[src/rtl/mem_loader_pkg.sv]
// Shared definitions for the 16x4 memory loader: FSM states and default geometry.
package mem_loader_pkg;

  localparam int DEF_DEPTH  = 16;
  localparam int DEF_WIDTH  = 4;
  localparam int DEF_ADDR_W = 4;

  // Largest burst the loader will honour; larger requested counts clamp to this.
  localparam int SAT_COUNT  = DEF_DEPTH;

  typedef enum logic [1:0] {
    IDLE = 2'd0,
    LOAD = 2'd1,
    DONE = 2'd2
  } state_t;

endpackage

[src/rtl/mem_array_16x4.sv]
// Storage array with one synchronous write port and one registered read port.
// Reads return the pre-write contents on a same-address collision; reset clears everything.
module mem_array_16x4
  import mem_loader_pkg::*;
#(
  parameter int DEPTH  = DEF_DEPTH,
  parameter int WIDTH  = DEF_WIDTH,
  parameter int ADDR_W = DEF_ADDR_W
) (
  input  logic              clk,
  input  logic              rst,
  input  logic              wr_en,
  input  logic [ADDR_W-1:0] wr_addr,
  input  logic [WIDTH-1:0]  wr_data,
  input  logic              rd_enable,
  input  logic [ADDR_W-1:0] rd_address,
  output logic [WIDTH-1:0]  rd_data
);

  logic [WIDTH-1:0] mem_reg [DEPTH];
  logic [WIDTH-1:0] rd_data_reg;

  always_ff @(posedge clk) begin
    if (rst) begin
      for (int i = 0; i < DEPTH; i++) begin
        mem_reg[i] <= '0;
      end
    end else if (wr_en) begin
      mem_reg[wr_addr] <= wr_data;
    end
  end

  // Non-blocking read of mem_reg sees the old word when a write hits the same address.
  always_ff @(posedge clk) begin
    if (rst) begin
      rd_data_reg <= '0;
    end else if (rd_enable) begin
      rd_data_reg <= mem_reg[rd_address];
    end
  end

  assign rd_data = rd_data_reg;

endmodule

[src/rtl/mem_loader_16x4.sv]
// Burst write loader: streams words into the 16x4 array from a programmable base address,
// wrapping modulo the depth, with a pass-through registered read port.
module mem_loader_16x4
  import mem_loader_pkg::*;
#(
  parameter int DEPTH  = DEF_DEPTH,
  parameter int WIDTH  = DEF_WIDTH,
  parameter int ADDR_W = DEF_ADDR_W
) (
  input  logic              clk,
  input  logic              rst,
  input  logic              start,
  input  logic [ADDR_W-1:0] base_addr,
  input  logic [ADDR_W:0]   count,
  input  logic              wr_valid,
  input  logic [WIDTH-1:0]  wr_data,
  output logic              wr_ready,
  output logic              busy,
  output logic              done,
  input  logic              rd_enable,
  input  logic [ADDR_W-1:0] rd_address,
  output logic [WIDTH-1:0]  rd_data
);

  localparam int               CNT_W   = ADDR_W + 1;
  localparam logic [CNT_W-1:0] CNT_MAX = CNT_W'(DEPTH);
  localparam logic [CNT_W-1:0] CNT_ONE = CNT_W'(1);

  state_t            state_reg, state_next;
  logic [ADDR_W-1:0] ptr_reg, ptr_next;
  logic [CNT_W-1:0]  remaining_reg, remaining_next;
  logic [CNT_W-1:0]  count_sat;
  logic              mem_we;

  assign count_sat = (count > CNT_MAX) ? CNT_MAX : count;

  always_ff @(posedge clk) begin
    if (rst) begin
      state_reg     <= IDLE;
      ptr_reg       <= '0;
      remaining_reg <= '0;
    end else begin
      state_reg     <= state_next;
      ptr_reg       <= ptr_next;
      remaining_reg <= remaining_next;
    end
  end

  always_comb begin
    state_next     = state_reg;
    ptr_next       = ptr_reg;
    remaining_next = remaining_reg;
    wr_ready       = 1'b0;
    busy           = 1'b0;
    done           = 1'b0;
    mem_we         = 1'b0;
    case (state_reg)
      IDLE: begin
        if (start) begin
          ptr_next       = base_addr;
          remaining_next = count_sat;
          state_next     = (count_sat == '0) ? DONE : LOAD;
        end
      end
      LOAD: begin
        wr_ready = 1'b1;
        busy     = 1'b1;
        if (wr_valid) begin
          // Pointer wraps naturally at the top of the address space.
          mem_we         = 1'b1;
          ptr_next       = ptr_reg + 1'b1;
          remaining_next = remaining_reg - 1'b1;
          if (remaining_reg == CNT_ONE) begin
            state_next = DONE;
          end
        end
      end
      DONE: begin
        busy       = 1'b1;
        done       = 1'b1;
        state_next = IDLE;
      end
      default: begin
        state_next = IDLE;
      end
    endcase
  end

  mem_array_16x4 #(
    .DEPTH  (DEPTH),
    .WIDTH  (WIDTH),
    .ADDR_W (ADDR_W)
  ) u_mem (
    .clk        (clk),
    .rst        (rst),
    .wr_en      (mem_we),
    .wr_addr    (ptr_reg),
    .wr_data    (wr_data),
    .rd_enable  (rd_enable),
    .rd_address (rd_address),
    .rd_data    (rd_data)
  );

endmodule

[config.mk]
export PLATFORM = sky130hd
export DESIGN_NAME = mem_loader_16x4
export DESIGN_NICKNAME = d
export VERILOG_FILES = /design/src/rtl/mem_loader_pkg.sv /design/src/rtl/mem_array_16x4.sv /design/src/rtl/mem_loader_16x4.sv
export SDC_FILE = /design/constraint.sdc
export NUM_CORES = 1
export LEC_CHECK = 0
export ABC_AREA = 1
export BUFFER_PORTS_ARGS = -buffer_cell sky130_fd_sc_hd__buf_2
export CORE_MARGIN = 2
export CORE_UTILIZATION = 55
export CTS_BUF_LIST = sky130_fd_sc_hd__clkbuf_8 sky130_fd_sc_hd__clkbuf_16
export CTS_CLUSTER_DIAMETER = 120
export DETAILED_ROUTE_END_ITERATION = 8
export MAX_ROUTING_LAYER = met4
export PLACE_DENSITY = 0.74
export RECOVER_POWER = 100
export SYNTH_ARGS = -nofsm -noshare
export SYNTH_HDL_FRONTEND = slang
export SYNTH_SLANG_ARGS = --single-unit
[constraint.sdc]
create_clock -name clk -period 3.7 [get_ports clk]
set_input_delay 0.185 -clock clk [delete_from_list [all_inputs] [get_ports clk]]
set_output_delay 0.185 -clock clk [all_outputs]
set_load 0.05 [all_outputs]
# Word-level counts from Yosys, hierarchy flattened

Memories as Yosys holds them, arrays and structs flattened. A register that Yosys moved wholly into a read port is not among the register bits.
Cells that the tools add are included.

Register bits: 11
Bits in writable memories: 64
Memories kept: 1

$add $sub $neg: 2
Magnitude comparators: 1
Equality and inequality tests: 6
Muxes and demuxes: 25
Reductions and logical operators: 7

Memory list:

| memory        | words | bits a word | rd ports | clocked after Yosys merged registers in | wr ports | RTL line             | RTL |
|---|---|---|---|---|---|---|---|
| u_mem.mem_reg | 16    | 4           | 1        | 1                                       | 16       | mem_array_16x4.sv:20 | `logic [WIDTH-1:0] mem_reg [DEPTH];` |

Operators with widths:

| kind                                                  | count |
|---|---|
| two-way mux 4 bit                                     | 4 |
| two-way mux 5 bit                                     | 3 |
| two-way mux 1 bit                                     | 11 |
| case mux 5 bit (2 select lines)                       | 1 |
| two-way mux 2 bit                                     | 4 |
| case mux 4 bit (2 select lines)                       | 1 |
| inequality test 2 bit (second input constant)         | 3 |
| AND reduction 3 bit                                   | 2 |
| == test 5 x 1 -> 1 bit (second input constant)        | 1 |
| greater-than comparator 5 bit (second input constant) | 1 |
| logical NOT 5 bit                                     | 1 |
| subtractor 5 x 1 -> 5 bit (second input constant)     | 1 |
| adder 4 x 1 -> 4 bit (second input constant)          | 1 |
| case mux 2 bit (2 select lines)                       | 1 |
| OR reduction 4 bit                                    | 1 |
| == test 2 x 1 -> 1 bit (second input constant)        | 1 |
| == test 2 bit (second input constant)                 | 1 |
| logical NOT 2 bit                                     | 1 |
| nonzero test 2 bit                                    | 1 |
| OR reduction 2 bit                                    | 1 |

# Depth between registers and ports, before layout

Gate-level depths: netlist of the first run.

Word-level depth: 7
Depth in mapped cells: 11
Depth with buffers taken out: 9

# Cells and area by module

From an unflattened synthesis of the first run, not the netlist that was laid out.

Cells, all modules: 476
Area, all modules: 3961.3 um^2

By module, submodules not included:

| module          | instances | cells each | area an instance (um^2) | sequential area each (um^2) |
|---|---|---|---|---|
| mem_array_16x4  | 1         | 352        | 3205.6                  | 2001.9 |
| mem_loader_16x4 | 1         | 124        | 755.7                   | 220.2 |

# Worst setup path after synthesis of the first run

Ideal clock, no wire load.

Path type: register -> register
Start point: register state_reg[1]
End point: memory u_mem.mem_reg[10][0] (netlist bit) (enable)
Library setup time: 0.307 ns
Data arrival time: 1.678 ns
Data required time: 3.393 ns
Path slack: 1.714 ns
Cell stages (with the launch flop): 8
Buffers on the path: 1
Cells stage by stage: dfxtp_1 > inv_1 > ha_1 > buf_4 > nand3_4 > nor2_4 > nand2_1 > nand2_1

RTL lines:

| item                     | RTL line              | RTL |
|---|---|---|
| start: declaration       | mem_loader_16x4.sv:29 | `state_t state_reg, state_next;` |
| start signal: assignment | mem_loader_16x4.sv:43 | `state_reg <= state_next;` |
| end: declaration         | mem_array_16x4.sv:20  |  |

# Final worst setup path of the first run

Start point: register state_reg[1]
End point: register ptr_reg[3]

Cells in the longest elaborated chain, start to end: 3
Elaborated cells between the ends (all ways): 7
Classes of those cells: eq/ne (3); mux (1); reduce/logical (3)

RTL lines:

| item                                                                  | RTL line              | RTL |
|---|---|---|
| == test 2 x 1 -> 1 bit or logical NOT 2 bit (tied branches)           | mem_loader_16x4.sv:57 | `case (state_reg)` |
| inequality test 2 bit (no line) or nonzero test 2 bit (tied branches) | --                    |  |
| AND reduction 3 bit (no line)                                         | --                    |  |
| end signal: assignment                                                | mem_loader_16x4.sv:44 | `ptr_reg <= ptr_next;` |
| end: declaration                                                      | mem_loader_16x4.sv:30 | `logic [ADDR_W-1:0] ptr_reg, ptr_next;` |

Several ways; a longest one is shown, not always the timed one.
A chain may end at the register's enable or synchronous reset.

==> flow_results.xml, run 1 <==
<?xml version="1.0" encoding="UTF-8"?>
<metrics>
  <group name="run_status">
    <metric name="outcome" unit="">finished, final reports clean</metric>
  </group>
  <group name="synthesis">
    <metric name="synth_enable_flop_cells" unit="">64</metric>
    <metric name="synth_sequential_area_ratio" unit="%">55.1</metric>
    <metric name="synth_mux_area_share" unit="%">0</metric>
    <metric name="async_reset_ff_share" unit="%">0</metric>
    <metric name="syn-num-nets" unit="">489</metric>
    <metric name="dominantRegCellSynth" unit="">sky130_fd_sc_hd__edfxtp_1</metric>
    <metric name="synth_top_family_by_area" unit="">simple AND/OR/NAND/NOR gates</metric>
    <metric name="synthSimpleGateAreaFrac" unit="%">30.2</metric>
    <metric name="compound_gate_fraction_of_synth_area" unit="%">4.74</metric>
    <metric name="mean_instance_size_in_the_synthesized_netlist" unit="µm²">8.81</metric>
    <metric name="yosys_warnings" unit="">0</metric>
    <metric name="synthCells" unit="">458</metric>
    <metric name="yosys_register_bits" unit="">79</metric>
    <metric name="synth_fa_ha_area_share" unit="%">2.79</metric>
    <metric name="netlist-cell-type-count" unit="">29</metric>
    <metric name="post_synth_instance_area" unit="µm²">4040</metric>
    <metric name="synth_xor_area_share" unit="%">0.434</metric>
  </group>
  <group name="power">
    <metric name="power_density" unit="nW/µm²">570</metric>
    <metric name="vdd_ir_drop_max" unit="mV">0.446</metric>
    <metric name="netSwitchingPower" unit="µW">780</metric>
    <metric name="p_seq_share" unit="%">44.7</metric>
    <metric name="power.leakage" unit="µW">0.00185</metric>
    <metric name="power_frac_comb" unit="%">23.0</metric>
    <metric name="power_switching_share" unit="%">31.7</metric>
    <metric name="clock_group_share_of_total_power" unit="%">32.3</metric>
    <metric name="power.internal" unit="µW">1680</metric>
  </group>
  <group name="cells_and_area">
    <metric name="area.sequential" unit="µm²">2220</metric>
    <metric name="layout-drive-gt1-share" unit="%">9.38</metric>
    <metric name="multi_input_area" unit="µm²">1450</metric>
    <metric name="num_antenna_cells" unit="">0</metric>
    <metric name="growth_of_design_area_from_synthesis_to_finish" unit="%">6.88</metric>
    <metric name="fin_nets" unit="">506</metric>
    <metric name="fillCellCount" unit="">657</metric>
    <metric name="stdcell_area" unit="µm²">4310</metric>
    <metric name="largest_register_ffs" unit="">64</metric>
  </group>
  <group name="timing">
    <metric name="setup_violations" unit="">0</metric>
    <metric name="finClkSkew" unit="ns">0.0103</metric>
    <metric name="max_clock_freq" unit="GHz">0.423</metric>
    <metric name="period_share" unit="%">63.8</metric>
    <metric name="hold_viol_final" unit="">0</metric>
    <metric name="timing_worst_slew_pin_value" unit="ns">1.39</metric>
    <metric name="timing.final.crit_period" unit="ns">2.36</metric>
    <metric name="slew_viol_final" unit="">0</metric>
    <metric name="rsz0062_at_grt" unit="">no</metric>
    <metric name="worst_slew_margin_rel" unit="%">7.24</metric>
    <metric name="setup-tns-final" unit="ns">0</metric>
  </group>
  <group name="routing">
    <metric name="drt_wl_total" unit="µm">8390</metric>
    <metric name="ant_nets" unit="">0</metric>
    <metric name="vias_per_cell" unit="">5.31</metric>
    <metric name="detailedRoute.firstIterationViolations" unit="">230</metric>
    <metric name="detail_route.first_pass.iterations" unit="">5</metric>
    <metric name="via_total_after_detailed_routing" unit="">3074</metric>
    <metric name="remaining_drc_errors" unit="">0</metric>
    <metric name="wl_per_cell" unit="µm">14.5</metric>
  </group>
  <group name="grt">
    <metric name="first_global_vias" unit="">2889</metric>
    <metric name="global_route_wire_length_before_repair" unit="µm">13500</metric>
    <metric name="grt_start_max_net_pins" unit="">34</metric>
    <metric name="globalRouteTotalUtil" unit="%">23.5</metric>
    <metric name="grt_overflow" unit="">0</metric>
    <metric name="grt_antenna_before_repair" unit="">0</metric>
  </group>
  <group name="die">
    <metric name="boundaryPins" unit="">29</metric>
    <metric name="floorplan.rows" unit="">31</metric>
    <metric name="floorplan.core_area" unit="µm²">7180</metric>
    <metric name="floorplan.initialDensity" unit="%">56.3</metric>
    <metric name="die_height" unit="µm">89.7</metric>
    <metric name="die_w" unit="µm">89.7</metric>
    <metric name="fp.dieArea" unit="µm²">8040</metric>
  </group>
  <group name="job">
    <metric name="cap_violations" unit="">0</metric>
  </group>
  <group name="clock_tree">
    <metric name="clk_latency" unit="ns">0.35</metric>
    <metric name="root_buffer_master" unit="">sky130_fd_sc_hd__clkbuf_8</metric>
    <metric name="numCtsBuffers" unit="">9</metric>
    <metric name="ctsHtreeMaxLevel" unit="">3</metric>
    <metric name="cts_hold_buf" unit="">0</metric>
    <metric name="clock_tree.buffer_depth" unit="">2</metric>
    <metric name="resized_after_cts" unit="">0</metric>
    <metric name="clk_pin_slew" unit="ns">0.08</metric>
    <metric name="post_cts_buffers" unit="">0</metric>
    <metric name="cts_num_sinks" unit="">79</metric>
    <metric name="tritoncts" unit="">yes</metric>
  </group>
  <group name="placement">
    <metric name="placed_area" unit="µm²">4150</metric>
    <metric name="gp_routability_congestion" unit="">0.871</metric>
    <metric name="place.port_buffers" unit="">28</metric>
    <metric name="detailed_place_hpwl" unit="µm">5840</metric>
  </group>
  <group name="critical_path">
    <metric name="worst-endpoint-required" unit="ns">3.99</metric>
    <metric name="critical_path_arrival" unit="ns">2.66</metric>
    <metric name="end_kind" unit="">flop</metric>
    <metric name="worstPathMaxFanout" unit="">14</metric>
    <metric name="timing.setup.critical_path_class" unit="">reg -&gt; reg</metric>
    <metric name="type_of_element_launching_the_critical_path" unit="">flop</metric>
  </group>
  <group name="hold_path">
    <metric name="min-delay-path-class" unit="">in -&gt; reg</metric>
  </group>
</metrics>
## worst paths after layout
path                     from               end  slack, ns  cells after the start
max reg2reg      state_reg[1]        ptr_reg[3]       1.34                      8
max              state_reg[1]        ptr_reg[3]       1.34                      8
min reg2reg  remaining_reg[3]  remaining_reg[3]       0.51                      2
min              base_addr[1]        ptr_reg[1]       0.12                      3
## placed cells by master, fill, tap and decap left out, drive strengths merged
cell type,n
nand2,132
nor2,89
edfxtp,64
nand3,61
inv,33
buf,20
clkbuf,20
dfxtp,15
o21ai,14
a21oi,14
ha,9
bufinv,2
xnor2,1
nand3b,1
a31oi,1
o31ai,1
xor2,1
nand4,1
clkinv,1
## synthesized netlist by cell type, types with 2 or more instances
master	n	area, µm²
sky130_fd_sc_hd__inv_2	3	11.3
sky130_fd_sc_hd__o21ai_0	10	50.1
sky130_fd_sc_hd__buf_6	5	56.3
sky130_fd_sc_hd__buf_2	5	25.0
sky130_fd_sc_hd__dfxtp_1	15	300
sky130_fd_sc_hd__nand2_2	10	62.6
sky130_fd_sc_hd__nand2_1	122	458
sky130_fd_sc_hd__inv_1	27	101
sky130_fd_sc_hd__inv_4	2	12.5
sky130_fd_sc_hd__a21oi_2	4	35.0
sky130_fd_sc_hd__a21oi_1	9	45.0
sky130_fd_sc_hd__nor2_4	4	45.0
sky130_fd_sc_hd__nand3_1	60	300
sky130_fd_sc_hd__clkbuf_1	6	22.5
sky130_fd_sc_hd__ha_1	9	113
sky130_fd_sc_hd__buf_4	6	45.0
sky130_fd_sc_hd__edfxtp_1	64	1920
sky130_fd_sc_hd__nor2_1	84	315
sky130_fd_sc_hd__o21ai_2	3	26.3
## layer usage
layer | GRT usage (%) | up-vias | part of all wire [%] | wire length, µm
met2 | 39.2 | 108 | 49 | 4140
met5 | - | - | 0 | 0
li1 | - | 1530 | - | -
met4 | 8.55 | 0 | 1.8 | 150
met3 | 6.03 | 18 | 6.7 | 565
met1 | 27.6 | 1418 | 42 | 3520
## power groups by stage
stage	clock [µW]	combinational [µW]	sequential, µW
floorplan	0	513	1120
global placement	0	611	1120
detailed placement	0	625	1120
CTS	800	626	1100
global route	838	638	1110
finish	795	565	1100
## worst max-delay path: stages (launching register included)
cell	delay, ns
sky130_fd_sc_hd__dfxtp_1	0.33
sky130_fd_sc_hd__inv_1	0.08
sky130_fd_sc_hd__ha_1	0.46
sky130_fd_sc_hd__inv_1	0.30
sky130_fd_sc_hd__a21oi_1	0.42
sky130_fd_sc_hd__inv_1	0.32
sky130_fd_sc_hd__nor2_1	0.16
sky130_fd_sc_hd__o21ai_0	0.10
sky130_fd_sc_hd__a21oi_1	0.13
## layout make-up
type | instances | share of cell area [%]
Sequential cell | 79 | 51.5
Multi-Input combinational cell | 325 | 33.7
Clock buffer | 12 | 4.35
Timing Repair Buffer | 28 | 3.02
Inverter | 32 | 2.90
Tap cell | 99 | 2.87
Clock inverter | 4 | 1.68
## metrics by stage
step           utilization, %  power [µW]  setup slack (ns)  cells  hold slack, ns
5_1_grt                  60.1        2590              1.06    579           0.113
6_report                 60.1        2460              1.34    579           0.120
4_1_cts                  61.5        2530              1.62    579           0.106
2_1_floorplan               -        1630              1.71    458           0.344
3_5_place_dp             57.9        1740              1.63    563           0.485
3_3_place_gp             57.9        1730              1.75    563           0.487
## cell families after synthesis
| kind of cell | after synthesis |
|---|---|
| AO/OA/AOI/OAI | 30 |
| XOR/XNOR | 2 |
| adder cells (fa/ha/maj) | 9 |
| buffers and inverters | 54 |
| flip-flops | 79 |
| AND/OR/NAND/NOR | 284 |
No activity file was read; power rests on OpenSTA's default activity.
==> inputs of run 2 (changes only) <==
Clock period 3.7 ns to 2.29 ns, I/O delays scaled along.
==> run 2 against run 1 <==
  * Register-to-register slack worse by 0.86 ns
  * Critical path depth shrank 2
  * Non-clock buffer count grew 4
  * Routed wire length down 1.2%
  * Critical path type unchanged
==> flow_results.xml, run 2 (synthesized netlist as in run 1, its figures left out) <==
<?xml version="1.0" encoding="UTF-8"?>
<metrics>
  <group name="critical_path">
    <metric name="reg2reg_setup_slack" unit="ns">0.48</metric>
    <metric name="critical_path_arrival" unit="ns">1.86</metric>
    <metric name="timing.setup.critical_path_class" unit="">reg -&gt; reg</metric>
    <metric name="reg2reg_from" unit="">state_reg[1]</metric>
    <metric name="end_kind" unit="">flop</metric>
    <metric name="critical_path.endpoint" unit="">u_mem.mem_reg[2][3]</metric>
    <metric name="r2r_cells" unit="">6</metric>
    <metric name="worst-endpoint-required" unit="ns">2.34</metric>
    <metric name="critical_path.cell_chain" unit="">inv_1 &gt; ha_1 &gt; nand3_4 &gt; nor2_1 &gt; nand2_1 &gt; nand2_1</metric>
    <metric name="type_of_element_launching_the_critical_path" unit="">flop</metric>
    <metric name="worst_path_max_delay_cell" unit="">sky130_fd_sc_hd__dfxtp_1</metric>
    <metric name="setup.worst_path.start" unit="">state_reg[1]</metric>
    <metric name="path_common_cell" unit="">sky130_fd_sc_hd__nand2_1</metric>
    <metric name="worstPathMaxFanout" unit="">5</metric>
    <metric name="r2r-end" unit="">u_mem.mem_reg[2][3]</metric>
    <metric name="critical-path-max-stage-delay" unit="ns">0.33</metric>
  </group>
  <group name="timing">
    <metric name="setup-tns-final" unit="ns">0</metric>
    <metric name="slew_viol_final" unit="">0</metric>
    <metric name="worst_slew_margin_rel" unit="%">56.4</metric>
    <metric name="finClkSkew" unit="ns">0.0144</metric>
    <metric name="rsz0062_at_grt" unit="">no</metric>
    <metric name="hold_viol_final" unit="">0</metric>
    <metric name="setup_violations" unit="">0</metric>
    <metric name="timing_worst_slew_pin_value" unit="ns">0.654</metric>
    <metric name="max_clock_freq" unit="GHz">0.552</metric>
    <metric name="period_share" unit="%">79.1</metric>
    <metric name="timing.final.crit_period" unit="ns">1.81</metric>
  </group>
  <group name="cells_and_area">
    <metric name="largest_register_ffs" unit="">64</metric>
    <metric name="fin_nets" unit="">510</metric>
    <metric name="layout.cells.most_common" unit="">sky130_fd_sc_hd__nand2_1</metric>
    <metric name="layout-drive-gt1-share" unit="%">10.7</metric>
    <metric name="num_antenna_cells" unit="">0</metric>
    <metric name="stdcell_count" unit="">583</metric>
    <metric name="growth_of_design_area_from_synthesis_to_finish" unit="%">7.10</metric>
    <metric name="layout.cells.most_common_list" unit="">sky130_fd_sc_hd__nand2_1, sky130_fd_sc_hd__nor2_1, sky130_fd_sc_hd__edfxtp_1</metric>
    <metric name="fillCellCount" unit="">625</metric>
  </group>
  <group name="clock_tree">
    <metric name="resized_after_cts" unit="">0</metric>
    <metric name="tritoncts" unit="">yes</metric>
    <metric name="cts_num_sinks" unit="">79</metric>
    <metric name="root_buffer_master" unit="">sky130_fd_sc_hd__clkbuf_8</metric>
    <metric name="ctsHtreeMaxLevel" unit="">3</metric>
    <metric name="numCtsBuffers" unit="">9</metric>
    <metric name="clock_tree.buffer_depth" unit="">2</metric>
    <metric name="clk_latency" unit="ns">0.36</metric>
    <metric name="post_cts_buffers" unit="">0</metric>
    <metric name="clk_pin_slew" unit="ns">0.09</metric>
    <metric name="cts_hold_buf" unit="">0</metric>
  </group>
  <group name="routing">
    <metric name="via_total_after_detailed_routing" unit="">3025</metric>
    <metric name="detailedRoute.firstIterationViolations" unit="">200</metric>
    <metric name="ant_nets" unit="">0</metric>
    <metric name="wl_per_cell" unit="µm">14.2</metric>
    <metric name="remaining_drc_errors" unit="">0</metric>
    <metric name="detail_route.first_pass.iterations" unit="">4</metric>
    <metric name="drt_wl_total" unit="µm">8290</metric>
    <metric name="vias_per_cell" unit="">5.19</metric>
  </group>
  <group name="die">
    <metric name="floorplan.core_area" unit="µm²">7180</metric>
    <metric name="boundaryPins" unit="">29</metric>
    <metric name="floorplan.initialDensity" unit="%">56.3</metric>
    <metric name="die_w" unit="µm">89.7</metric>
    <metric name="die_height" unit="µm">89.7</metric>
    <metric name="floorplan.rows" unit="">31</metric>
    <metric name="fp.dieArea" unit="µm²">8040</metric>
  </group>
  <group name="power">
    <metric name="power.leakage" unit="µW">0.00186</metric>
    <metric name="vdd_ir_drop_max" unit="mV">0.704</metric>
    <metric name="power_density" unit="nW/µm²">889</metric>
  </group>
  <group name="placement">
    <metric name="place.port_buffers" unit="">28</metric>
    <metric name="detailed_place_hpwl" unit="µm">5720</metric>
    <metric name="gp_routability_congestion" unit="">0.874</metric>
    <metric name="numPlacedInstances" unit="">567</metric>
  </group>
  <group name="run_status">
    <metric name="outcome" unit="">finished, final reports clean</metric>
  </group>
  <group name="hold_path">
    <metric name="min-delay-path-class" unit="">in -&gt; reg</metric>
  </group>
  <group name="grt">
    <metric name="globalRouteTotalUtil" unit="%">23.2</metric>
    <metric name="grt_antenna_before_repair" unit="">0</metric>
    <metric name="grt_overflow" unit="">0</metric>
    <metric name="grt_start_max_net_pins" unit="">33</metric>
    <metric name="global_route_wire_length_before_repair" unit="µm">13300</metric>
    <metric name="first_global_vias" unit="">2820</metric>
  </group>
  <group name="job">
    <metric name="cap_violations" unit="">0</metric>
  </group>
</metrics>
[run 2: changes by cell type in the layout (fill, tap and decap cells not counted), sizes merged]
cell	delta
buf	+5
clkbuf	-2
bufinv	-1
clkinv	+1
inv	+1
[run 2: area by class of cell]
cell class / count / area [µm²] / share of cell area, %
Sequential cell: 79 / 2220 / 51.4
Multi-Input combinational cell: 325 / 1470 / 34.1
Tap cell: 99 / 124 / 2.87
Inverter: 32 / 125 / 2.89
Timing Repair Buffer: 32 / 161 / 3.73
Clock buffer: 11 / 163 / 3.76
Clock inverter: 5 / 53.8 / 1.24
[run 2: worst max-delay path, delay by kind of cell, from the launching register on]
family                   cells  cell delay (ns)
AND/OR/NAND/NOR              4             0.88
flip-flops                   1             0.33
adder cells (fa/ha/maj)      1             0.21
buffers and inverters        1             0.07
[run 2: how the worst min path moves through the flow]
| stage | from | cells past startpoint | slack [ns] | endpoint |
|---|---|---|---|---|
| 3_5_place_dp | base_addr[1] | 3 | 0.40 | ptr_reg[1] |
| 5_1_grt | base_addr[1] | 3 | 0.04 | ptr_reg[1] |
| 4_1_cts | base_addr[1] | 3 | 0.02 | ptr_reg[1] |
| 6_report | base_addr[1] | 3 | 0.03 | ptr_reg[1] |
| 2_1_floorplan | base_addr[1] | 2 | 0.27 | ptr_reg[1] |
| 3_3_place_gp | base_addr[1] | 3 | 0.40 | ptr_reg[1] |
[run 2: per-stage QoR]
stage	utilization, %	power (µW)	setup slack (ns)	instance area (µm²)	hold WS, ns
after floorplan	-	2630	0.304	4040	0.274
after global placement	58.3	2800	0.699	4180	0.404
after detailed placement	58.3	2820	0.631	4180	0.400
after CTS	61.3	3910	0.599	4400	0.0176
after global routing	60.2	4040	0.348	4320	0.0367
final	60.2	3840	0.479	4320	0.0258
[run 2: power by group]
part           internal, µW  leakage (µW)  switching (µW)  total, µW
registers              1680      0.000785            99.6       1780
clock network           596      0.000116             517       1110
logic                   282      0.000956             666        948
total                  2560       0.00186            1280       3840
[run 2: per-layer routing]
layer | vias to the layer above | global-route usage (%) | share of wire, %
li1 | 1539 | - | -
met1 | 1375 | 28.1 | 42
met2 | 96 | 38.3 | 49
met3 | 15 | 5.48 | 6.4
met4 | 0 | 7.87 | 2.8
met5 | - | - | 0
==> inputs of run 3 (changes only) <==
Settings changed: ABC_AREA 1 to 0, CORE_UTILIZATION 55 to 54, PLACE_DENSITY 0.74 to 0.75.
Clock period 2.29 ns to 1.6 ns, I/O delays scaled along.
==> run 3 against run 2 <==
  * The run now ends with negative setup slack left
  * Count of clock-buffer cells in the layout decreased by 2
  * Hold slack lost 0.0049 ns
  * Area after synthesis increased by 1.1%
  * Routed wire length grew 4.2%
  * Clock skew decreased by 0.0046 ns
  * Sequential power rose by 36%
  * Fmax up 13%
  * Die area up 2.9%
  * Register-to-register slack lost 0.48 ns
  * Global-route usage decreased by 0.89 points
  * Synthesized cell count shrank 22%
  * Via count decreased by 7.7%
==> flow_results.xml, run 3 <==
<?xml version="1.0" encoding="UTF-8"?>
<metrics>
  <group name="hold_path">
    <metric name="hold_path_startpoint" unit="">start</metric>
    <metric name="whs_endpoint" unit="">state_reg[0]</metric>
    <metric name="worst_hold_path.num_cells" unit="">3</metric>
    <metric name="min-delay-path-class" unit="">in -&gt; reg</metric>
  </group>
  <group name="placement">
    <metric name="gp_routability_congestion" unit="">0.825</metric>
    <metric name="detailed_place_hpwl" unit="µm">6030</metric>
    <metric name="numPlacedInstances" unit="">491</metric>
    <metric name="placed_area" unit="µm²">4490</metric>
    <metric name="place.port_buffers" unit="">28</metric>
  </group>
  <group name="cells_and_area">
    <metric name="layout.cells.most_common" unit="">sky130_fd_sc_hd__and2_1</metric>
    <metric name="fillCellCount" unit="">603</metric>
    <metric name="fin_nets" unit="">442</metric>
    <metric name="stdcell_count" unit="">515</metric>
    <metric name="growth_of_design_area_from_synthesis_to_finish" unit="%">17.4</metric>
    <metric name="multi_input_area" unit="µm²">1820</metric>
    <metric name="num_antenna_cells" unit="">0</metric>
    <metric name="area.sequential" unit="µm²">2220</metric>
    <metric name="layout.cells.most_common_list" unit="">sky130_fd_sc_hd__and2_1, sky130_fd_sc_hd__edfxtp_1, sky130_fd_sc_hd__mux2i_1</metric>
    <metric name="layout-drive-gt1-share" unit="%">29.3</metric>
    <metric name="largest_register_ffs" unit="">64</metric>
    <metric name="stdcell_area" unit="µm²">4790</metric>
  </group>
  <group name="timing">
    <metric name="worst_slew_margin_rel" unit="%">60.7</metric>
    <metric name="timing.final.crit_period" unit="ns">1.61</metric>
    <metric name="slew_viol_final" unit="">0</metric>
    <metric name="whs" unit="ns">0.0209</metric>
    <metric name="timing_worst_slew_pin_value" unit="ns">0.592</metric>
    <metric name="setup_violations" unit="">14</metric>
    <metric name="hold_viol_final" unit="">0</metric>
    <metric name="finClkSkew" unit="ns">0.00974</metric>
    <metric name="post-route-worst-setup-slack" unit="ns">-0.00563</metric>
    <metric name="rsz0062_at_grt" unit="">yes</metric>
    <metric name="period_share" unit="%">100</metric>
    <metric name="max_clock_freq" unit="GHz">0.623</metric>
  </group>
  <group name="critical_path">
    <metric name="end_kind" unit="">flop</metric>
    <metric name="reg2reg_setup_slack" unit="ns">-0.006</metric>
    <metric name="type_of_element_launching_the_critical_path" unit="">flop</metric>
    <metric name="worstPathMaxFanout" unit="">4</metric>
    <metric name="worst-endpoint-required" unit="ns">1.70</metric>
    <metric name="r2r_cells" unit="">6</metric>
    <metric name="reg2reg_from" unit="">state_reg[1]</metric>
    <metric name="r2r-end" unit="">u_mem.mem_reg[13][3]</metric>
    <metric name="timing.setup.critical_path_class" unit="">reg -&gt; reg</metric>
    <metric name="critical_path_arrival" unit="ns">1.70</metric>
  </group>
  <group name="synthesis">
    <metric name="synth_sequential_area_ratio" unit="%">54.4</metric>
    <metric name="synth.area.top_cells" unit="">sky130_fd_sc_hd__edfxtp_1, sky130_fd_sc_hd__and2_1, sky130_fd_sc_hd__mux2i_1</metric>
    <metric name="mean_instance_size_in_the_synthesized_netlist" unit="µm²">11.4</metric>
    <metric name="yosys_warnings" unit="">0</metric>
    <metric name="synthTopCellsByCount" unit="">sky130_fd_sc_hd__and2_1, sky130_fd_sc_hd__edfxtp_1, sky130_fd_sc_hd__mux2i_1, sky130_fd_sc_hd__nand2_1, sky130_fd_sc_hd__nor2_1</metric>
    <metric name="most_repeated_cell_in_the_gate_level_netlist_after_synthesis" unit="">sky130_fd_sc_hd__and2_1</metric>
    <metric name="synth_top_area_share" unit="%">47.1</metric>
    <metric name="synthCells" unit="">357</metric>
    <metric name="async_reset_ff_share" unit="%">0</metric>
    <metric name="syn-num-nets" unit="">388</metric>
    <metric name="yosys.area.top_type" unit="">sky130_fd_sc_hd__edfxtp_1</metric>
    <metric name="yosys_register_bits" unit="">79</metric>
    <metric name="synth_enable_flop_cells" unit="">64</metric>
    <metric name="dominantRegCellSynth" unit="">sky130_fd_sc_hd__edfxtp_1</metric>
    <metric name="post_synth_instance_area" unit="µm²">4080</metric>
    <metric name="netlist-cell-type-count" unit="">45</metric>
  </group>
  <group name="grt">
    <metric name="grt_antenna_before_repair" unit="">0</metric>
    <metric name="global_route_wire_length_before_repair" unit="µm">13700</metric>
    <metric name="globalRouteTotalUtil" unit="%">22.3</metric>
    <metric name="globalRouteMet2Util" unit="%">35.9</metric>
    <metric name="first_global_vias" unit="">2698</metric>
    <metric name="gr-usage-met3" unit="%">4.07</metric>
    <metric name="grt_overflow" unit="">0</metric>
    <metric name="grt-busiest-layer" unit="">met2</metric>
    <metric name="grt_start_max_net_pins" unit="">29</metric>
    <metric name="use_met1" unit="%">29.1</metric>
  </group>
  <group name="power">
    <metric name="power_frac_comb" unit="%">21.1</metric>
    <metric name="power_density" unit="nW/µm²">1010</metric>
    <metric name="power_switching_share" unit="%">28.5</metric>
    <metric name="power.leakage" unit="µW">0.00197</metric>
    <metric name="clock_group_share_of_total_power" unit="%">28.9</metric>
    <metric name="netSwitchingPower" unit="µW">1380</metric>
    <metric name="vdd_ir_drop_max" unit="mV">0.582</metric>
    <metric name="power.internal" unit="µW">3460</metric>
    <metric name="total_power" unit="µW">4840</metric>
    <metric name="p_seq_share" unit="%">49.9</metric>
  </group>
  <group name="routing">
    <metric name="vias_per_cell" unit="">5.42</metric>
    <metric name="drt_wl_total" unit="µm">8630</metric>
    <metric name="detail_route.first_pass.iterations" unit="">5</metric>
    <metric name="detailedRoute.firstIterationViolations" unit="">155</metric>
    <metric name="remaining_drc_errors" unit="">0</metric>
    <metric name="via_total_after_detailed_routing" unit="">2792</metric>
    <metric name="wl_per_cell" unit="µm">16.8</metric>
    <metric name="ant_nets" unit="">0</metric>
  </group>
  <group name="die">
    <metric name="die_w" unit="µm">90.9</metric>
    <metric name="die_height" unit="µm">90.9</metric>
    <metric name="floorplan.rows" unit="">31</metric>
    <metric name="fp.dieArea" unit="µm²">8270</metric>
    <metric name="floorplan.core_area" unit="µm²">7290</metric>
    <metric name="boundaryPins" unit="">29</metric>
    <metric name="floorplan.initialDensity" unit="%">56.0</metric>
  </group>
  <group name="clock_tree">
    <metric name="cts_hold_buf" unit="">0</metric>
    <metric name="root_buffer_master" unit="">sky130_fd_sc_hd__clkbuf_8</metric>
    <metric name="ctsHtreeMaxLevel" unit="">3</metric>
    <metric name="clock_tree.buffer_depth" unit="">2</metric>
    <metric name="numCtsBuffers" unit="">9</metric>
    <metric name="clk_latency" unit="ns">0.35</metric>
    <metric name="tritoncts" unit="">yes</metric>
    <metric name="clk_pin_slew" unit="ns">0.08</metric>
    <metric name="cts_num_sinks" unit="">79</metric>
  </group>
  <group name="run_status">
    <metric name="outcome" unit="">finished with violations</metric>
    <metric name="failed_checks" unit="">negative setup slack</metric>
  </group>
  <group name="job">
    <metric name="cap_violations" unit="">0</metric>
  </group>
</metrics>
-- run 3: changes by cell type in the layout (fill, tap and decap cells not counted), moves of 8 or more --
| cell | change |
|---|---|
| sky130_fd_sc_hd__a22oi_1 | +8 |
| sky130_fd_sc_hd__and2_1 | +65 |
| sky130_fd_sc_hd__buf_4 | +26 |
| sky130_fd_sc_hd__inv_1 | -17 |
| sky130_fd_sc_hd__mux2i_1 | +33 |
| sky130_fd_sc_hd__nand2_1 | -110 |
| sky130_fd_sc_hd__nand3_1 | -51 |
| sky130_fd_sc_hd__nor2_1 | -74 |
| sky130_fd_sc_hd__o21ai_0 | -13 |
| sky130_fd_sc_hd__or2_2 | +8 |
| sky130_fd_sc_hd__or2_4 | +8 |
-- run 3: per-stage QoR --
stage                     util [%]  TNS, ns  worst slack (ns)
after floorplan                  -    -7.89            -0.143
after global routing          65.7    -3.37           -0.0704
after detailed placement      61.6   -0.316           -0.0216
after global placement        61.6        0           0.00199
final                         65.7  -0.0495          -0.00563
after CTS                     64.2   -0.856           -0.0362
-- run 3: what timing repair did --
| action | 4_1_cts | 5_1_grt |
|---|---|---|
| pin swaps | 1 | 1 |
| gates resized for setup | 1 | 19 |
| gates cloned | 0 | 1 |
| buffers inserted | 1 | 6 |
| endpoints found under the setup margin | 49 | 117 |
-- run 3: area by class of cell --
cell class,count,area share (%)
multi-input cells,251,38.1
clock inverters,7,1.23
clock buffers,9,2.59
repair buffers,61,8.41
well taps,99,2.59
inverters,9,0.705
flip-flops and latches,79,46.4
-- run 3: cells by family after synthesis --
kind of cell	count (synthesis)	synth area share [%]
and+or+nand+nor	162	22.6
AOI/OAI and AO/OA	45	8.06
muxes	34	8.65
adders and majority gates	9	2.76
buffers and inverters	28	3.53
DFF	79	54.4
-- run 3: layer usage --
layer / share of wire, % / wire length (µm)
met5: 0 / 0
met3: 3.8 / 331
met4: 1.6 / 140
met1: 45 / 3930
met2: 49 / 4240
-- run 3: critical path, stage by stage (launching register included) --
cell,delay (ns)
sky130_fd_sc_hd__dfxtp_2,0.34
sky130_fd_sc_hd__inv_2,0.05
sky130_fd_sc_hd__ha_4,0.16
sky130_fd_sc_hd__and3b_2,0.26
sky130_fd_sc_hd__nand2_2,0.14
sky130_fd_sc_hd__nor2_1,0.07
sky130_fd_sc_hd__or2_2,0.33
-- run 3: worst max-delay path by stage --
stage,from,end,slack [ns],depth (start not counted)
floorplan,state_reg[1],u_mem.mem_reg[10][0],-0.14,7
global placement,state_reg[1],u_mem.mem_reg[10][3],0.002,6
detailed placement,state_reg[1],u_mem.mem_reg[10][1],-0.02,6
CTS,state_reg[1],u_mem.mem_reg[10][0],-0.04,6
global route,state_reg[1],u_mem.mem_reg[4][3],-0.07,6
finish,state_reg[1],u_mem.mem_reg[13][3],-0.006,6
-- run 3: power by group through the flow --
stage / Clock (µW) / Sequential, µW / Combinational, µW
2_1_floorplan: 0 / 2470 / 647
3_3_place_gp: 0 / 2460 / 867
3_5_place_dp: 0 / 2460 / 886
4_1_cts: 1410 / 2420 / 909
5_1_grt: 1500 / 2440 / 1110
6_report: 1400 / 2420 / 1020
